[src/rtl/fpu_cmp_pkg.sv]
// rtl/fpu_cmp_pkg.sv - shared opcodes, constants and writeback entry type for the FP compare path
package fpu_cmp_pkg;

    localparam logic [2:0] OP_EQ  = 3'b000;
    localparam logic [2:0] OP_LT  = 3'b001;
    localparam logic [2:0] OP_LE  = 3'b010;
    localparam logic [2:0] OP_MIN = 3'b100;
    localparam logic [2:0] OP_MAX = 3'b101;

    localparam logic [63:0] QNAN_DP   = 64'h7FF8_0000_0000_0000;
    localparam logic [31:0] QNAN_SP   = 32'h7FC0_0000;
    localparam logic [31:0] NANBOX_HI = 32'hFFFF_FFFF;

    localparam int unsigned WB_TAG_W = 5;

    typedef struct packed {
        logic [63:0]         data;
        logic [WB_TAG_W-1:0] rd;
        logic                to_int;
        logic                nv;
    } wb_entry_t;

    typedef enum logic [1:0] {
        OP_CLASS_CMP,
        OP_CLASS_MINMAX,
        OP_CLASS_NONE
    } op_class_e;

    function automatic op_class_e classify_op(input logic [2:0] op);
        op_class_e cls;
        case (op)
            OP_EQ, OP_LT, OP_LE: cls = OP_CLASS_CMP;
            OP_MIN, OP_MAX:      cls = OP_CLASS_MINMAX;
            default:             cls = OP_CLASS_NONE;
        endcase
        return cls;
    endfunction

    // Compare results go to the integer file as 0/1; SP min/max are NaN-boxed for the FP file.
    function automatic wb_entry_t format_entry(
        input logic [2:0]          op,
        input logic                sp_dp,
        input logic [63:0]         result,
        input logic                invalid,
        input logic [WB_TAG_W-1:0] rd
    );
        wb_entry_t e;
        e    = '0;
        e.rd = rd;
        case (classify_op(op))
            OP_CLASS_CMP: begin
                e.data   = {63'b0, result[0]};
                e.to_int = 1'b1;
                e.nv     = invalid;
            end
            OP_CLASS_MINMAX: begin
                e.data   = sp_dp ? result : {NANBOX_HI, result[31:0]};
                e.to_int = 1'b0;
                e.nv     = 1'b0;
            end
            default: e = '0;
        endcase
        return e;
    endfunction

endpackage

[src/rtl/fcmp_wb_fifo.sv]
// rtl/fcmp_wb_fifo.sv - DEPTH-entry synchronous FIFO of writeback entries with flush
module fcmp_wb_fifo
    import fpu_cmp_pkg::*;
#(
    parameter int unsigned DEPTH = 2,
    parameter int unsigned CNT_W = $clog2(DEPTH + 1)
) (
    input  logic             clk,
    input  logic             rst,
    input  logic             push,
    input  wb_entry_t        push_entry,
    input  logic             pop,
    input  logic             flush,
    output wb_entry_t        head_entry,
    output logic [CNT_W-1:0] count,
    output logic             full,
    output logic             empty
);

    localparam int unsigned PTR_W = (DEPTH > 1) ? $clog2(DEPTH) : 1;

    wb_entry_t        mem_q [DEPTH];
    wb_entry_t        mem_d [DEPTH];
    logic [PTR_W-1:0] wr_ptr_q, wr_ptr_d;
    logic [PTR_W-1:0] rd_ptr_q, rd_ptr_d;
    logic [CNT_W-1:0] count_q, count_d;
    logic             do_push, do_pop;

    function automatic logic [PTR_W-1:0] ptr_inc(input logic [PTR_W-1:0] p);
        return (p == PTR_W'(DEPTH - 1)) ? '0 : p + 1'b1;
    endfunction

    assign full  = (count_q == CNT_W'(DEPTH));
    assign empty = (count_q == '0);
    assign count = count_q;
    assign head_entry = mem_q[rd_ptr_q];

    // A full FIFO refuses pushes even when a pop frees a slot in the same cycle.
    assign do_push = push && !full;
    assign do_pop  = pop && !empty;

    always_comb begin
        mem_d    = mem_q;
        wr_ptr_d = wr_ptr_q;
        rd_ptr_d = rd_ptr_q;
        count_d  = count_q;
        if (flush) begin
            wr_ptr_d = '0;
            rd_ptr_d = '0;
            count_d  = '0;
        end else begin
            if (do_push) begin
                mem_d[wr_ptr_q] = push_entry;
                wr_ptr_d        = ptr_inc(wr_ptr_q);
            end
            if (do_pop) begin
                rd_ptr_d = ptr_inc(rd_ptr_q);
            end
            case ({do_push, do_pop})
                2'b10:   count_d = count_q + 1'b1;
                2'b01:   count_d = count_q - 1'b1;
                default: count_d = count_q;
            endcase
        end
    end

    always_ff @(posedge clk or posedge rst) begin
        if (rst) begin
            for (int i = 0; i < int'(DEPTH); i++) begin
                mem_q[i] <= '0;
            end
            wr_ptr_q <= '0;
            rd_ptr_q <= '0;
            count_q  <= '0;
        end else begin
            mem_q    <= mem_d;
            wr_ptr_q <= wr_ptr_d;
            rd_ptr_q <= rd_ptr_d;
            count_q  <= count_d;
        end
    end

endmodule

[src/rtl/fcmp_writeback_stage.sv]
// rtl/fcmp_writeback_stage.sv - buffered writeback of FP compare/min/max results with sticky NV
module fcmp_writeback_stage
    import fpu_cmp_pkg::*;
#(
    parameter int unsigned DEPTH = 2,
    parameter int unsigned TAG_W = 5
) (
    input  logic             CLK,
    input  logic             RST,
    input  logic             IN_VALID,
    output logic             IN_READY,
    input  logic [63:0]      IN_OUTPUT,
    input  logic             IN_INVALID,
    input  logic             IN_SP_DP,
    input  logic [2:0]       IN_OPERATION,
    input  logic [TAG_W-1:0] IN_RD,
    input  logic             FLUSH,
    output logic             WB_VALID,
    input  logic             WB_READY,
    output logic [63:0]      WB_DATA,
    output logic [TAG_W-1:0] WB_RD,
    output logic             WB_TO_INT,
    output logic             FFLAGS_NV,
    input  logic             FFLAGS_CLR
);

    localparam int unsigned CNT_W = $clog2(DEPTH + 1);

    wb_entry_t        push_entry;
    wb_entry_t        head_entry;
    logic [CNT_W-1:0] fifo_count;
    logic             fifo_full, fifo_empty;
    logic             op_known;
    logic             push, pop;
    logic             nv_q, nv_d;

    // Ready depends only on occupancy and reset, never on WB_READY.
    assign IN_READY = !fifo_full && !RST;
    assign op_known = (classify_op(IN_OPERATION) != OP_CLASS_NONE);
    assign push     = IN_VALID && IN_READY && op_known;

    assign WB_VALID = (fifo_count != '0);
    assign pop      = WB_VALID && WB_READY && !fifo_empty;

    assign push_entry = format_entry(IN_OPERATION, IN_SP_DP, IN_OUTPUT, IN_INVALID,
                                     WB_TAG_W'(IN_RD));

    assign WB_DATA   = head_entry.data;
    assign WB_RD     = TAG_W'(head_entry.rd);
    assign WB_TO_INT = head_entry.to_int;
    assign FFLAGS_NV = nv_q;

    fcmp_wb_fifo #(
        .DEPTH (DEPTH),
        .CNT_W (CNT_W)
    ) u_fifo (
        .clk        (CLK),
        .rst        (RST),
        .push       (push),
        .push_entry (push_entry),
        .pop        (pop),
        .flush      (FLUSH),
        .head_entry (head_entry),
        .count      (fifo_count),
        .full       (fifo_full),
        .empty      (fifo_empty)
    );

    // NV is raised at retirement so flushed entries never reach the flag; set beats clear.
    always_comb begin
        nv_d = nv_q;
        if (FFLAGS_CLR) begin
            nv_d = 1'b0;
        end
        if (pop && head_entry.nv) begin
            nv_d = 1'b1;
        end
    end

    always_ff @(posedge CLK or posedge RST) begin
        if (RST) begin
            nv_q <= 1'b0;
        end else begin
            nv_q <= nv_d;
        end
    end

endmodule

[config.mk]
export PLATFORM = sky130hd
export DESIGN_NAME = fcmp_writeback_stage
export DESIGN_NICKNAME = d
export VERILOG_FILES = /design/src/rtl/fpu_cmp_pkg.sv /design/src/rtl/fcmp_wb_fifo.sv /design/src/rtl/fcmp_writeback_stage.sv
export SDC_FILE = /design/constraint.sdc
export NUM_CORES = 1
export LEC_CHECK = 0
export CAP_MARGIN = 10
export CORE_MARGIN = 1
export CORE_UTILIZATION = 47
export DETAILED_ROUTE_END_ITERATION = 8
export PLACE_DENSITY = 0.77
export SYNTH_ARGS = -nofsm -noshare
export SYNTH_HDL_FRONTEND = slang
export SYNTH_SLANG_ARGS = --single-unit
[constraint.sdc]
create_clock -name CLK -period 5.2 [get_ports CLK]
set_clock_uncertainty 0.1 [all_clocks]
set_input_delay 1.04 -clock CLK [delete_from_list [all_inputs] [get_ports CLK]]
set_output_delay 1.04 -clock CLK [all_outputs]
set_load 0.02 [all_outputs]
==> results.toml <==
[status]
status = "finished clean"

[clocking]
clock_sinks = 147
h-tree-depth = 4
clock_latency_ns = 0.41
ctsResizeCount = 0
cts_tree = "done"
post_cts.repair.setup_buffers = 0
clockRootBuffer = "clkbuf_16"
cts_hold_buf = 0
cts_buffer_depth = 2
clk_pin_slew_worst_paths_ns = 0.06
cts_inserted_buffers = 17

[detailed_routing]
routed_wirelength_mm = 16.2
avgRoutedWirePerCell_um = 18.1
first_iter_violations = 213
vias_per_cell = 5.11
vias = 4568
detail-route-antenna-nets = 0
drc = 0
firstDrtPassIters = 4

[worst_setup_path]
crit_required_ns = 4.06
critPathMaxFanout = 72
crit_path_cell_trace = "mux2_2, clkdlybuf4s50_1"
critical_path_class = "reg2out"
startpoint_type = "flip-flop"
crit_path_end_kind = "output port"
slowest_stage = "dfrtp_4"
crit_arrival_ns = 2.57
cpPeakStageDelay_ns = 1.12

[power_and_ir_drop]
p_per_area_mw_per_mm2 = 359
p_leak_nw = 4.81
netSwitchingPower_mw = 0.861
pwr-share-clk = 0.383
combPwrFrac = 0.223
peakVddDrop_uv = 239
switching_share = 0.248
p_int_mw = 2.61
p_seq_frac = 0.395

[grt]
antenna_found_initial = 0
grt_max_degree = 85
grt_pass1_wl_mm = 26.9
grt.overflow.total = 0
grt_pass1_vias = 5259
grt.total_usage = 0.213

[timing]
tightest_slew_ns = 1.15
setup_viol = 0
worst_hold_slack_ns = 0.388
grt_setup_unrepaired = "false"
slew_violations = 0
tns_ns = 0
fin_crit_ns = 3.71
hold_violations = 0
slew-limit-headroom = 0.233
fmax_ghz = 0.270
post-route-period-util = 0.713

[floorplan]
core_mm2 = 0.0153
pin_count = 153
start_util = 0.485
rows = 45
dieArea_mm2 = 0.0162
dieWidth_um = 127
die_h_um = 127

[synthesis]
ys_top_cells_by_area = "dfrtp_1, mux2_4, mux2_2, and2_1, a21oi_1"
synth.top_cell.area_share = 0.497
syn_inst = 524
ys_ff_latch = 147
yosysTopAreaCell = "dfrtp_1"
synth-main-ff-cell = "dfrtp_1"
synth_edf_count = 0
synthesis.area_mm2 = 0.00739
syn_area_per_cell_um2 = 14.1
syn_nets = 604
yosys_warnings = 0
async_reset_ff_frac = 1.00
synthDistinctLibCells = 33
yosysSeqAreaShare = 0.497

[worst_hold_path]
min_path_type = "reg2reg"

[placement]
placement.cell_area_mm2 = 0.00901
dp.cells = 863
hpwl_mm = 10.2
finalWeightedCongestion = 0.774
portBuffers = 152

[final_layout]
finalNonFillerCells = 894
multi_input_area_mm2 = 0.00335
regArea_mm2 = 0.00368
antennaDiodeCount = 0
final_area_mm2 = 0.00968
final_util = 0.634
fin_nets = 752
drive_gt1_frac = 0.369
n_fill_cell = 1165
areaGrowthSynthToFinish_pct = 30.9

[run]
max-cap-violations = 0
-- registers in the layout (all words and copies together), names as in the netlist --
name	flops
FFLAGS_NV	1
u_fifo.count	2
u_fifo.mem_q	142
u_fifo.wr_ptr_q	1
u_fifo.rd_ptr_q	1
-- cells in the mapped netlist (2+ instances only) --
| master | number |
|---|---|
| inv_1 | 36 |
| buf_2 | 7 |
| nor2b_1 | 4 |
| nand4_4 | 2 |
| dfrtp_1 | 147 |
| mux2_2 | 115 |
| mux2_1 | 4 |
| nor3_1 | 2 |
| or4_1 | 2 |
| nor2_1 | 3 |
| mux2i_1 | 3 |
| a21oi_1 | 36 |
| mux2_4 | 91 |
| and2_1 | 31 |
| buf_6 | 14 |
| clkbuf_1 | 10 |
-- routing by layer --
layer  global-route usage  routed length, um  vias to the layer above
met2                0.360               8030                      101
met3               0.0490                680                       18
met1                0.270               7200                     2334
met5                    0                  0                        -
met4               0.0735                240                        0
li1                     -                  -                     2115
-- critical path: cells and delay by family (launching register included) --
kind                   cells  cell delay (ns)
multiplexers               1             0.43
buffers and inverters      1             0.55
flip-flops                 1             1.12
-- cell families after synthesis --
kind of cell           after synthesis  share of synthesized area
XOR/XNOR                             1                    0.00118
buffers and inverters               67                     0.0494
multiplexers                       213                      0.370
AO/OA/AOI/OAI                       44                     0.0335
AND/OR/NAND/NOR                     52                     0.0484
flip-flops                         147                      0.497
-- cells in the final DEF (no fill, tap or decap), types with 2 or more instances in the layout --
| cell type | netlist | routed |
|---|---|---|
| clkdlybuf4s50_1 | 0 | 152 |
| dfrtp_1 | 147 | 146 |
| mux2_2 | 115 | 115 |
| mux2_4 | 91 | 91 |
| a21oi_1 | 36 | 36 |
| inv_1 | 36 | 35 |
| and2_1 | 31 | 31 |
| clkbuf_16 | 0 | 17 |
| buf_4 | 0 | 7 |
| bufinv_16 | 0 | 5 |
| nor2b_1 | 4 | 4 |
| mux2_1 | 4 | 4 |
| nor2_1 | 3 | 3 |
| mux2i_1 | 3 | 3 |
| clkinv_2 | 0 | 3 |
| nand4_4 | 2 | 2 |
| or4_1 | 2 | 2 |
| nor3_1 | 2 | 2 |
| clkbuf_8 | 0 | 2 |
-- layout make-up --
cell class | instances | share of cell area
Timing Repair Buffer | 160 | 0.166
Clock inverter | 10 | 0.0187
Sequential cell | 147 | 0.381
Clock buffer | 20 | 0.0472
Tap cell | 211 | 0.0273
Multi-Input combinational cell | 310 | 0.346
Inverter | 36 | 0.0145
-- power groups by stage --
| stage | Sequential, mW | Combinational (mW) | Clock, mW |
|---|---|---|---|
| 2_1_floorplan | 1.35 | 0.486 | 0 |
| 3_3_place_gp | 1.38 | 0.759 | 0 |
| 3_5_place_dp | 1.39 | 0.772 | 0 |
| 4_1_cts | 1.37 | 0.779 | 1.35 |
| 5_1_grt | 1.39 | 0.821 | 1.40 |
| 6_report | 1.37 | 0.772 | 1.33 |
-- worst paths after layout --
path / depth (start not counted) / slack [ns] / endpoint / start
max: 2 / 1.49 / WB_RD[1] / u_fifo.rd_ptr_q
min: 1 / 0.39 / u_fifo.mem_q[49] / u_fifo.mem_q[49]
max reg2reg: 4 / 2.60 / u_fifo.mem_q[74] / u_fifo.count[0]
min reg2reg: 1 / 0.39 / u_fifo.mem_q[49] / u_fifo.mem_q[49]
max in group asynchronous: 3 / 2.93 / u_fifo.mem_q[80] / RST
min in group asynchronous: 2 / 1.11 / u_fifo.mem_q[1] / RST
-- through the flow --
stage          setup WS, ns  total power [mW]
4_1_cts                1.46              3.50
5_1_grt                1.39              3.61
6_report               1.49              3.47
3_3_place_gp           1.32              2.14
3_5_place_dp           1.28              2.16
2_1_floorplan         0.109              1.83
Note: power is estimated with default switching activity, not from simulation.
